$ cat src/rtl/conv_window_gen_if.sv
// Stream bundle for conv_window_gen: raster pixel input and flattened F x F window output.
// The slave modport is the window generator itself, and the master modport is its environment.
interface conv_window_gen_if #(
  parameter int DATA_WIDTH = 32,
  parameter int F          = 3,
  parameter int W          = 8,
  parameter int H          = 8
);
  localparam int RW = ((H - F + 1) > 1) ? $clog2(H - F + 1) : 1;
  localparam int CW = ((W - F + 1) > 1) ? $clog2(W - F + 1) : 1;

  logic [DATA_WIDTH-1:0]       pixel_in;
  logic                        pixel_valid;
  logic                        pixel_ready;
  logic [0:F*F*DATA_WIDTH-1]   window;
  logic                        window_valid;
  logic                        window_ready;
  logic                        window_last;
  logic [RW-1:0]               out_row;
  logic [CW-1:0]               out_col;

  modport slave (
    input  pixel_in, pixel_valid, window_ready,
    output pixel_ready, window, window_valid, window_last, out_row, out_col
  );

  modport master (
    output pixel_in, pixel_valid, window_ready,
    input  pixel_ready, window, window_valid, window_last, out_row, out_col
  );
endinterface

$ cat src/rtl/conv_window_gen.sv
// Sliding F x F window generator (stride 1, no padding) over a raster W x H pixel stream.
// It uses F-1 line buffers and a shift window, and holds each output window until downstream accepts it.
module conv_window_gen #(
  parameter int DATA_WIDTH = 32,
  parameter int F          = 3,
  parameter int W          = 8,
  parameter int H          = 8
) (
  input  logic              clk,
  input  logic              reset,
  conv_window_gen_if.slave  bus
);
  localparam int RW  = ((H - F + 1) > 1) ? $clog2(H - F + 1) : 1;
  localparam int CW  = ((W - F + 1) > 1) ? $clog2(W - F + 1) : 1;
  localparam int IRW = $clog2(H);
  localparam int ICW = $clog2(W);

  logic [ICW-1:0]            in_col_r;
  logic [IRW-1:0]            in_row_r;
  logic [DATA_WIDTH-1:0]     lbuf_r     [F-1][W];
  logic [DATA_WIDTH-1:0]     win_r      [F][F];
  logic [DATA_WIDTH-1:0]     win_next_s [F][F];
  logic [0:F*F*DATA_WIDTH-1] win_flat_s;
  logic                      accept_s;
  logic                      emit_s;
  logic                      col_end_s;
  logic                      row_end_s;

  // The single output slot can take a new window whenever it is empty or being drained this edge.
  assign bus.pixel_ready = !bus.window_valid || bus.window_ready;
  assign accept_s  = bus.pixel_valid && bus.pixel_ready;
  assign col_end_s = (in_col_r == ICW'(W - 1));
  assign row_end_s = (in_row_r == IRW'(H - 1));
  assign emit_s    = accept_s && (in_row_r >= IRW'(F - 1)) && (in_col_r >= ICW'(F - 1));

  // Next shift window: columns move left, new right column = line buffers over the incoming pixel.
  always_comb begin
    for (int wr = 0; wr < F; wr++) begin
      for (int wc = 0; wc < F - 1; wc++) begin
        win_next_s[wr][wc] = win_r[wr][wc+1];
      end
    end
    for (int wr = 0; wr < F - 1; wr++) begin
      win_next_s[wr][F-1] = lbuf_r[wr][in_col_r];
    end
    win_next_s[F-1][F-1] = bus.pixel_in;
  end

  // Flatten the next window so that element k = wr*F+wc lands at [DATA_WIDTH*k +: DATA_WIDTH].
  always_comb begin
    win_flat_s = '0;
    for (int wr = 0; wr < F; wr++) begin
      for (int wc = 0; wc < F; wc++) begin
        win_flat_s[DATA_WIDTH*(wr*F+wc) +: DATA_WIDTH] = win_next_s[wr][wc];
      end
    end
  end

  // Pixel storage; stale contents are always overwritten before they can reach an emitted window.
  always_ff @(posedge clk) begin
    if (accept_s) begin
      win_r <= win_next_s;
      for (int j = 0; j < F - 2; j++) begin
        lbuf_r[j][in_col_r] <= lbuf_r[j+1][in_col_r];
      end
      lbuf_r[F-2][in_col_r] <= bus.pixel_in;
    end else begin
      win_r <= win_r;
    end
  end

  // Raster position of the next pixel to arrive; wraps straight into the next frame.
  always_ff @(posedge clk or posedge reset) begin
    if (reset) begin
      in_col_r <= '0;
      in_row_r <= '0;
    end else if (accept_s) begin
      if (col_end_s) begin
        in_col_r <= '0;
        if (row_end_s) begin
          in_row_r <= '0;
        end else begin
          in_row_r <= in_row_r + IRW'(1);
        end
      end else begin
        in_col_r <= in_col_r + ICW'(1);
      end
    end else begin
      in_col_r <= in_col_r;
      in_row_r <= in_row_r;
    end
  end

  // Output slot: load on emit, clear on consume-without-replacement, otherwise hold bit-stable.
  always_ff @(posedge clk or posedge reset) begin
    if (reset) begin
      bus.window       <= '0;
      bus.window_valid <= 1'b0;
      bus.window_last  <= 1'b0;
      bus.out_row      <= '0;
      bus.out_col      <= '0;
    end else if (emit_s) begin
      bus.window       <= win_flat_s;
      bus.window_valid <= 1'b1;
      bus.window_last  <= row_end_s && col_end_s;
      bus.out_row      <= RW'(in_row_r - IRW'(F - 1));
      bus.out_col      <= CW'(in_col_r - ICW'(F - 1));
    end else if (bus.window_valid && bus.window_ready) begin
      bus.window_valid <= 1'b0;
      bus.window_last  <= 1'b0;
    end else begin
      bus.window_valid <= bus.window_valid;
      bus.window_last  <= bus.window_last;
    end
  end
endmodule

$ cat src/flat_wrapper.sv
// flat-port wrapper written by rule: the top's interface ports become plain ports
module conv_window_gen_flat 
#(
  parameter int DATA_WIDTH = 32,
  parameter int F          = 3,
  parameter int W          = 8,
  parameter int H          = 8
)
  (clk, reset, bus_pixel_in, bus_pixel_valid, bus_window_ready, bus_pixel_ready, bus_window, bus_window_valid, bus_window_last, bus_out_row, bus_out_col);
  conv_window_gen_if #(.DATA_WIDTH(DATA_WIDTH), .F(F), .W(W), .H(H)) bus_i ();
  input  logic clk;
  input  logic reset;
  input wire logic [$bits(bus_i.pixel_in)-1:0] bus_pixel_in;
  input wire logic [$bits(bus_i.pixel_valid)-1:0] bus_pixel_valid;
  input wire logic [$bits(bus_i.window_ready)-1:0] bus_window_ready;
  output wire logic [$bits(bus_i.pixel_ready)-1:0] bus_pixel_ready;
  output wire logic [$bits(bus_i.window)-1:0] bus_window;
  output wire logic [$bits(bus_i.window_valid)-1:0] bus_window_valid;
  output wire logic [$bits(bus_i.window_last)-1:0] bus_window_last;
  output wire logic [$bits(bus_i.out_row)-1:0] bus_out_row;
  output wire logic [$bits(bus_i.out_col)-1:0] bus_out_col;
  assign bus_i.pixel_in = bus_pixel_in;
  assign bus_i.pixel_valid = bus_pixel_valid;
  assign bus_i.window_ready = bus_window_ready;
  assign bus_pixel_ready = bus_i.pixel_ready;
  assign bus_window = bus_i.window;
  assign bus_window_valid = bus_i.window_valid;
  assign bus_window_last = bus_i.window_last;
  assign bus_out_row = bus_i.out_row;
  assign bus_out_col = bus_i.out_col;
  conv_window_gen #(.DATA_WIDTH(DATA_WIDTH), .F(F), .W(W), .H(H)) u_core (.clk(clk), .reset(reset), .bus(bus_i));
endmodule
$ cat config.mk
export PLATFORM = sky130hd
export DESIGN_NAME = conv_window_gen_flat
export DESIGN_NICKNAME = d
export VERILOG_FILES = /design/src/rtl/conv_window_gen_if.sv /design/src/rtl/conv_window_gen.sv /design/src/flat_wrapper.sv
export SDC_FILE = /design/constraint.sdc
export NUM_CORES = 1
export LEC_CHECK = 0
export BUFFER_PORTS_ARGS = -buffer_cell sky130_fd_sc_hd__buf_4
export CAP_MARGIN = 10
export CORE_ASPECT_RATIO = 0.75
export CORE_UTILIZATION = 40
export DETAILED_ROUTE_END_ITERATION = 8
export PLACE_DENSITY_LB_ADDON = 0.08
export SETUP_SLACK_MARGIN = 0.3
export SYNTH_ARGS = -nofsm -noshare
export SYNTH_HDL_FRONTEND = slang
export SYNTH_SLANG_ARGS = --single-unit
export TNS_END_PERCENT = 10
$ cat constraint.sdc
create_clock -name clk -period 12.6 [get_ports clk]
set_input_delay 1.26 -clock clk [delete_from_list [all_inputs] [get_ports clk]]
set_output_delay 1.26 -clock clk [all_outputs]
set_load 0.01 [all_outputs]
; ---- Word-level counts from Yosys, hierarchy flattened
; Memory sizes are Yosys's and may differ from the RTL's.
; Index checks and enable logic that the tools add are counted.
[op_classes]
reduce_logical = 10
n_addsub = 4
mux = 15
bitwise = 1
n_lt_le_gt_ge = 4
n_eq_ne = 2
[ops]
columns = operator, n
row1 = $mux W256, 1
row2 = $bmux W32 S3, 2
row3 = $mux W32, 5
row4 = $demux W32 S3, 1
row5 = $add A3 B1 Y3 const B, 2
row6 = $eq A3 B3 Y1 const B, 2
row7 = $ge A3 B2 Y1 const B, 2
row8 = $logic_and A1 B1 Y1, 6
row9 = $mux W3, 2
row10 = $sub A3 B2 Y3 const B, 2
row11 = $ge A4 B4 Y1 const B, 1
row12 = $lt A4 B1 Y1 const B, 1
row13 = $mux W1, 4
row14 = $not A3 Y4, 1
row15 = $reduce_and A2 Y1, 1
row16 = $reduce_bool A2 Y1, 1
row17 = $logic_not A1 Y1, 1
row18 = $logic_or A1 B1 Y1, 1
[totals]
mem_count = 1
regBits = 494
output_inout_bits = 297
mem_bits_rw = 512
[mem_list]
columns = memory, depth, width, read_ports, rd_clocked_by_memory_dff, write_ports, line_no
row1 = u_core.lbuf_r, 2, 256, 2, 0, 2, conv_window_gen.sv:20  ; logic [DATA_WIDTH-1:0] lbuf_r [F-1][W];

; ---- Logic depth before layout (Yosys ltp)
; Gate-level depths: netlist (run 1).
[logic_depth]
word_depth = 6
mapped_depth = 10
depth_no_buf = 5

; ---- Least setup slack after synthesis (run 1)
; No wires, ideal clock.
[synth_path]
kind = input -> register
from = input bus_window_ready
to = memory u_core.lbuf_r[0][0] (netlist bit) (enable)
t_arrival_ns = 7.341
setup_time_ns = 0.429
path_slack_ns = 4.830
required_ns = 12.171
stages = 5
cell_sequence = nand2b_1 -> buf_2 -> nand2_1 -> inv_1 -> and3_1
[synth_rtl]
columns = element, line_no
row1 = "start, declared", flat_wrapper.sv:15  ; input wire logic [$bits(bus_i.window_ready)-1:0] bus_window_ready;
row2 = "end, declared", conv_window_gen.sv:20

; ---- Final worst setup path (run 1)
[layout_path]
from = register u_core.in_col_r[2]
to = register u_core.bus.window[67]
[layout_between]
elab_chain_cells = 4
elab_cells_between_ends = 6
[layout_rtl]
columns = element, line_no
row1 = "start, declared", conv_window_gen.sv:18  ; logic [ICW-1:0] in_col_r;
row2 = "start signal, assigned", conv_window_gen.sv:86  ; in_col_r <= in_col_r + ICW'(1);
row3 = "start signal, assigned", conv_window_gen.sv:89  ; in_col_r <= in_col_r;
row4 = $not A3 Y4 (not written as such), conv_window_gen.sv:44  ; win_next_s[wr][F-1] = lbuf_r[wr][in_col_r];
row5 = $bmux W32 S3, conv_window_gen.sv:44
row6 = $mux W32 (not written as such) (2 in a row), conv_window_gen.sv:44
row7 = "end signal, assigned", conv_window_gen.sv:103  ; bus.window <= win_flat_s;
row8 = "end, declared", conv_window_gen_if.sv:24  ; output pixel_ready, window, window_valid, window_last, out_row, out_col
; Several ways; a longest one is shown, not always the timed one. The select of a mux whose other input is x is not followed.
; A chain may end at the register's enable or synchronous reset.

==> results of run 1 <==
[how the worst max path moves through the flow]
stage                                          to  slack, ps  cells after the start                            from
4_1_cts         u_core.bus.window[67]$_DFFE_PP0P_       7760                      7  u_core.in_col_r[2]$_DFFE_PP0P_
2_1_floorplan   u_core.bus.out_col[0]$_DFFE_PP0P_       2990                      1                           reset
3_3_place_gp    u_core.bus.window[67]$_DFFE_PP0P_       7840                      7  u_core.in_col_r[2]$_DFFE_PP0P_
6_report        u_core.bus.window[67]$_DFFE_PP0P_       7900                      7  u_core.in_col_r[2]$_DFFE_PP0P_
3_5_place_dp    u_core.bus.window[71]$_DFFE_PP0P_       7790                      7  u_core.in_col_r[2]$_DFFE_PP0P_
5_1_grt        u_core.bus.window[165]$_DFFE_PP0P_       7460                      7  u_core.in_col_r[2]$_DFFE_PP0P_
[cell type report]
type / instances / area, sq um
Clock buffer: 149 / 2880
Clock inverter: 34 / 332
Fill cell: 7512 / 46400
Inverter: 11 / 58.8
Multi-Input combinational cell: 526 / 7290
Sequential cell: 1006 / 28700
Tap cell: 1212 / 1520
Timing Repair Buffer: 359 / 2700
[sequential cells by signal, summed over array words and instances (netlist names)]
| register | flops |
|---|---|
| u_core.bus.out_col | 3 |
| u_core.in_col_r | 3 |
| u_core.in_row_r | 3 |
| u_core.bus.window_last | 1 |
| u_core.lbuf_r | 512 |
| u_core.bus.window | 288 |
| u_core.bus.window_valid | 1 |
| u_core.bus.out_row | 3 |
| u_core.win_flat_s | 192 |
[stage by stage]
stage | setup slack (ps) | util | power [mW]
final | 7900 | 0.484 | 11.5
after global routing | 7460 | 0.484 | 12.1
after CTS | 7760 | 0.484 | 11.7
after detailed placement | 7790 | 0.448 | 8.78
after global placement | 7840 | 0.448 | 8.70
after floorplan | 2990 | - | 7.20
[layout by cell type, fill, tap and decap left out, types with 13 or more instances in the layout]
cell                        count
sky130_fd_sc_hd__buf_4        359
sky130_fd_sc_hd__clkbuf_1      33
sky130_fd_sc_hd__clkbuf_16    103
sky130_fd_sc_hd__clkbuf_8      13
sky130_fd_sc_hd__clkinv_2      13
sky130_fd_sc_hd__dfrtp_1      300
sky130_fd_sc_hd__edfxtp_1     704
sky130_fd_sc_hd__mux2_1       224
sky130_fd_sc_hd__mux2_2       135
sky130_fd_sc_hd__mux4_2       128
[per-layer routing]
layer / global-route usage / vias up / part of all wire
li1: - / 7190 / -
met1: 0.216 / 8758 / 0.43
met2: 0.284 / 276 / 0.52
met3: 0.0291 / 103 / 0.037
met4: 0.0413 / 0 / 0.019
met5: 0 / - / 0
[cell families (layout without fill, tap and decap cells)]
logic type / count (synthesis) / count (layout) / synth area share
DFF: 1006 / 1006 / 0.789
muxes: 491 / 491 / 0.192
buffers and inverters: 81 / 553 / 0.0118
and+or+nand+nor: 20 / 20 / 0.00310
adders and majority gates: 11 / 11 / 0.00378
AOI/OAI and AO/OA: 4 / 4 / 0.000826
[report_power, final]
part / leakage, nW / total (mW) / switching, mW / internal, mW
logic: 4.19 / 3.31 / 1.67 / 1.64
clock network: 1.56 / 2.91 / 1.21 / 1.70
registers: 10.0 / 5.26 / 0.462 / 4.80
==> results.toml, run 1 <==
[hold_path]
hold_end = "u_core.win_flat_s[219]$_DFFE_PP_"
worstHoldPathCells = 0
timing.hold.worst.class = "reg2reg"
worst_hold_startpoint = "u_core.win_flat_s[251]$_DFFE_PP_"

[clocking]
cts_num_sinks = 1006
numCtsBuffers = 98
cts.root.buffer_cell = "sky130_fd_sc_hd__clkbuf_16"
cts_buffer_depth = 3
clock_tree_from_tritoncts = "done"
cts.clk_slew.worst_paths_ps = 60
clk-insertion-delay-late_ps = 650
htree_levels = 3
post_cts_hold_buffer_count = 0
cts_resized = 0
cts_post_setup_buffers_inserted = 0

[yosys]
most_used_dff_post_synth = "sky130_fd_sc_hd__edfxtp_1"
synth.net_count = 1660
ys_seq_elements = 1006
syn_inst = 1613
yosys-top-cells-area = "sky130_fd_sc_hd__edfxtp_1 58%, sky130_fd_sc_hd__dfrtp_1 21%, sky130_fd_sc_hd__mux4_2 7.9%"
seq_area_frac_synth = 0.789
synthesis.area_sq_um = 36400
yosys.area.top_type = "sky130_fd_sc_hd__edfxtp_1"
synthDominantCellAreaShare = 0.581
number_of_enable_type_register_cells_in_the_synthesized_netlist = 704
postSynth.asyncResetShare = 0.300
synthesis.yosys.warnings = 0
synth.most_common_cell = "sky130_fd_sc_hd__edfxtp_1"
synth_cell_type_count = 23
mean_instance_size_in_the_synthesized_netlist_sq_um = 22.5
ys_top_cells_by_count = "704 x sky130_fd_sc_hd__edfxtp_1, 302 x sky130_fd_sc_hd__dfrtp_1, 224 x sky130_fd_sc_hd__mux2_1, 135 x sky130_fd_sc_hd__mux2_2, 128 x sky130_fd_sc_hd__mux4_2"

[worst_setup_path]
worst_path_largest_cell_delay_ps = 1090
slowest_stage = "sky130_fd_sc_hd__dfrtp_4"
critical_path.endpoint_type = "flip-flop"
r2r-end = "u_core.bus.window[67]$_DFFE_PP0P_"
setup.reg_to_reg.worst_slack_ps = 7900
worst-setup-path-type = "reg2reg"
critical_path.max_fanout = 73
worstReg2RegStart = "u_core.in_col_r[2]$_DFFE_PP0P_"
critical-path-top-delay-family = "buffers and inverters"
crit_buf_inv = 4
worst-r2r-cell-count = 7
critical_path.startpoint_type = "flip-flop"
path_cells = "inv_1 > ha_1 > inv_1 > o2111a_4 > buf_4 > buf_4 > mux2_2"
crit_required_ps = 13120
critical_path_arrival_ps = 5220

[finish]
insertedDiodeCount = 0
fin_nets = 2049
layout.cell_area.non_filler_sq_um = 43500
area_growth_syn_to_layout_pct = 19.5
post_route_cells_drive_above_1_share = 0.373
post_layout_nonfiller_instances = 3297

[timing]
fin_tns_setup_ps = 0
final_hold_fails = 0
max_clock_freq_mhz = 213
grt_setup_unrepaired = "no"
finClkSkew_ps = 16.7
period_minus_slack_ps = 4700
final_period_util = 0.373
setup_violations = 0
tightestPinTransition_ps = 1160
timing_max_transition_violations_final = 0
fin_hold_ws_ps = 438
timing.max_slew.rel_slack = 0.228

[power_and_ir_drop]
power_density_nw_per_um2 = 264
max-vdd-ir-drop_v = 0.000109
total_leakage_power_nw = 15.8

[detailed_routing]
drt.antenna.violating_nets = 0
route.detailed.vias_per_inst = 4.95
drt-initial-drc-count = 908
num_vias = 16300
routed_wire_length_per_instance_um = 22.5
detail_route.first_pass.iterations = 5
drt_total_wl_um = 74300
route.detailed.drc = 0

[run]
max_cap_violations = 0

[place]
place.gp.congestion = 0.688
numPlacedInstances = 3114
place_hpwl_um = 42600
dpl-instance-area_sq_um = 40300
place.port_buffers = 332

[global_routing]
antenna_found_initial = 1
first_global_vias = 17900
largest_net_degree_at_the_start_of_global_routing = 82
grt_usage = 0.165
grt.overflow.total = 0
grt_first_pass_wirelength_um = 114000

[die]
die_h_um = 263
coreArea_sq_um = 89900
count_of_pins_on_the_block_boundary = 333
initial_utilization = 0.405
std_cell_rows = 95
die_w_um = 350
die-area_sq_um = 92200

[status]
run_status = "complete, no violations"
(Power assumes the default switching activity.)
==> run 2: changes to the inputs <==
Clock period 12.6 ns to 4.4 ns, I/O delays scaled along.
==> results.toml, run 2 (synthesized netlist as in run 1, its figures left out) <==
[status]
run_status = "complete, no violations"

[run]
max_cap_violations = 0

[detailed_routing]
drt-initial-drc-count = 797
num_vias = 16600
drt.antenna.violating_nets = 0
detail_route.first_pass.iterations = 4
drt_total_wl_um = 75100
route.detailed.drc = 0
route.detailed.vias_per_inst = 4.98
routed_wire_length_per_instance_um = 22.5

[hold_path]
worstHoldPathCells = 1
hold_end = "u_core.win_flat_s[250]$_DFFE_PP_"
worst_hold_startpoint = "bus_pixel_in[5]"
timing.hold.worst.class = "in2reg"

[worst_setup_path]
slowest_stage = "sky130_fd_sc_hd__o2111a_4"
critical_path.startpoint_type = "flip-flop"
worstReg2RegStart = "u_core.in_col_r[2]$_DFFE_PP0P_"
setup.reg_to_reg.worst_slack_ps = 1490
path_cells = "inv_1 > ha_1 > inv_1 > o2111a_4 > buf_4 > mux2_2"
worst_path_most_repeated_cell = "sky130_fd_sc_hd__inv_1"
worst_path_largest_cell_delay_ps = 730
crit_required_ps = 4940
worst-r2r-cell-count = 6
critical_path.endpoint_type = "flip-flop"
critical_path_arrival_ps = 3440
critical_path.max_fanout = 41
r2r-end = "u_core.bus.window[174]$_DFFE_PP0P_"
worst-setup-path-type = "reg2reg"

[finish]
area_growth_syn_to_layout_pct = 21.2
post_layout_nonfiller_instances = 3335
largest_reg_flops = 512
top_register = "u_core.lbuf_r"
mostFrequentLayoutCell = "sky130_fd_sc_hd__edfxtp_1"
fin_nets = 2081
post_route_cells_drive_above_1_share = 0.385
layout.core_utilization = 0.490
layout_common_cells = "704 x sky130_fd_sc_hd__edfxtp_1, 368 x sky130_fd_sc_hd__buf_4, 300 x sky130_fd_sc_hd__dfrtp_1"

[die]
count_of_pins_on_the_block_boundary = 333
die_h_um = 263
std_cell_rows = 95
die_w_um = 350
initial_utilization = 0.405
coreArea_sq_um = 89900
die-area_sq_um = 92200

[global_routing]
largest_net_degree_at_the_start_of_global_routing = 100
grt.overflow.total = 0
grt_usage = 0.167
first_global_vias = 18200
antenna_found_initial = 1
grt_first_pass_wirelength_um = 115000

[clocking]
htree_levels = 3
clk-insertion-delay-late_ps = 660
cts.clk_slew.worst_paths_ps = 60
numCtsBuffers = 100
cts_post_setup_buffers_inserted = 0
cts_buffer_depth = 3
cts_num_sinks = 1006
clock_tree_from_tritoncts = "done"
cts_resized = 0
cts.root.buffer_cell = "sky130_fd_sc_hd__clkbuf_16"

[power_and_ir_drop]
internal_power_mw = 23.6
power.switching_mw = 9.74
part_of_the_total_power_dissipated_in_sequential_elements = 0.449
total_leakage_power_nw = 16.1
totalPowerFinal_mw = 33.3
sw_frac_of_total = 0.292
power_density_nw_per_um2 = 756
max-vdd-ir-drop_v = 0.000355
combinationalPowerShare = 0.295
power.clock.fraction = 0.256

[place]
place.port_buffers = 332
place_hpwl_um = 44200
numPlacedInstances = 3140
place.gp.congestion = 0.702

[timing]
tightestPinTransition_ps = 1030
max_clock_freq_mhz = 344
finClkSkew_ps = 15.1
final_period_util = 0.660
timing_max_transition_violations_final = 0
setup_violations = 0
final_hold_fails = 0
timing.max_slew.rel_slack = 0.312
fin_hold_ws_ps = 49.8
grt_setup_unrepaired = "no"
period_minus_slack_ps = 2910
fin_tns_setup_ps = 0
==> run 2: cell count changes in the layout (fill, tap and decap cells not counted), sizes merged <==
cell	change
buf	+26
bufinv	-1
clkbuf	+2
clkinv	+4
clkinvlp	+1
diode	+1
dlygate4sd3	+4
inv	+1
==> run 2: worst max path at each step <==
stage	start	end	slack, ps	cells past startpoint
2_1_floorplan	bus_window_ready	u_core.lbuf_r[0][0]$_DFFE_PP_	-1150	5
3_3_place_gp	u_core.in_col_r[2]$_DFFE_PP0P_	u_core.bus.window[88]$_DFFE_PP0P_	1470	6
3_5_place_dp	u_core.in_col_r[1]$_DFFE_PP0P_	u_core.bus.window[80]$_DFFE_PP0P_	1450	6
4_1_cts	u_core.in_col_r[1]$_DFFE_PP0P_	u_core.bus.window[174]$_DFFE_PP0P_	1430	6
5_1_grt	u_core.in_col_r[2]$_DFFE_PP0P_	u_core.bus.window[109]$_DFFE_PP0P_	1290	6
6_report	u_core.in_col_r[2]$_DFFE_PP0P_	u_core.bus.window[174]$_DFFE_PP0P_	1490	6
==> run 2: worst max-delay path, delay by kind of cell (launching register included) <==
kind,cells,cell delay (ps)
fa+ha+maj,1,210
mux,1,390
compound gates,1,730
flops,1,670
buf+inv,3,760
==> run 2: routing by layer <==
layer / wire [um] / up-vias / GRT usage
li1: - / 7276 / -
met3: 2880 / 111 / 0.0319
met2: 38500 / 273 / 0.285
met4: 1480 / 0 / 0.0442
met1: 32200 / 8955 / 0.217
met5: 0 / - / 0
==> run 2: power by group through the flow <==
| stage | Clock [mW] | Sequential [mW] | Combinational, mW |
|---|---|---|---|
| global route | 9.19 | 15.3 | 10.7 |
| detailed placement | 0 | 15.2 | 10.1 |
| CTS | 8.82 | 15.0 | 10.2 |
| global placement | 0 | 15.1 | 9.98 |
| floorplan | 0 | 15.5 | 5.13 |
| finish | 8.52 | 15.0 | 9.83 |
==> run 2: final cells by class <==
type,instances,area [sq um]
Fill cell,7455,45800
Inverter,11,51.3
Sequential cell,1006,28700
Clock inverter,39,348
Tap cell,1212,1520
Clock buffer,151,2990
Timing Repair Buffer,389,3140
Multi-Input combinational cell,526,7320
Antenna cell,1,2.50
==> run 2: timing repair <==
item,in CTS,in global routing
hold endpoints to repair,46,0
hold buffers,4,0
endpoints found under the setup margin,0,0
==> run 2: metrics by stage <==
step / instance area (sq um) / setup WS [ps]
global placement: 40700 / 1470
detailed placement: 40700 / 1450
CTS: 44100 / 1430
finish: 44100 / 1490
floorplan: 36400 / -1150
global route: 44100 / 1290
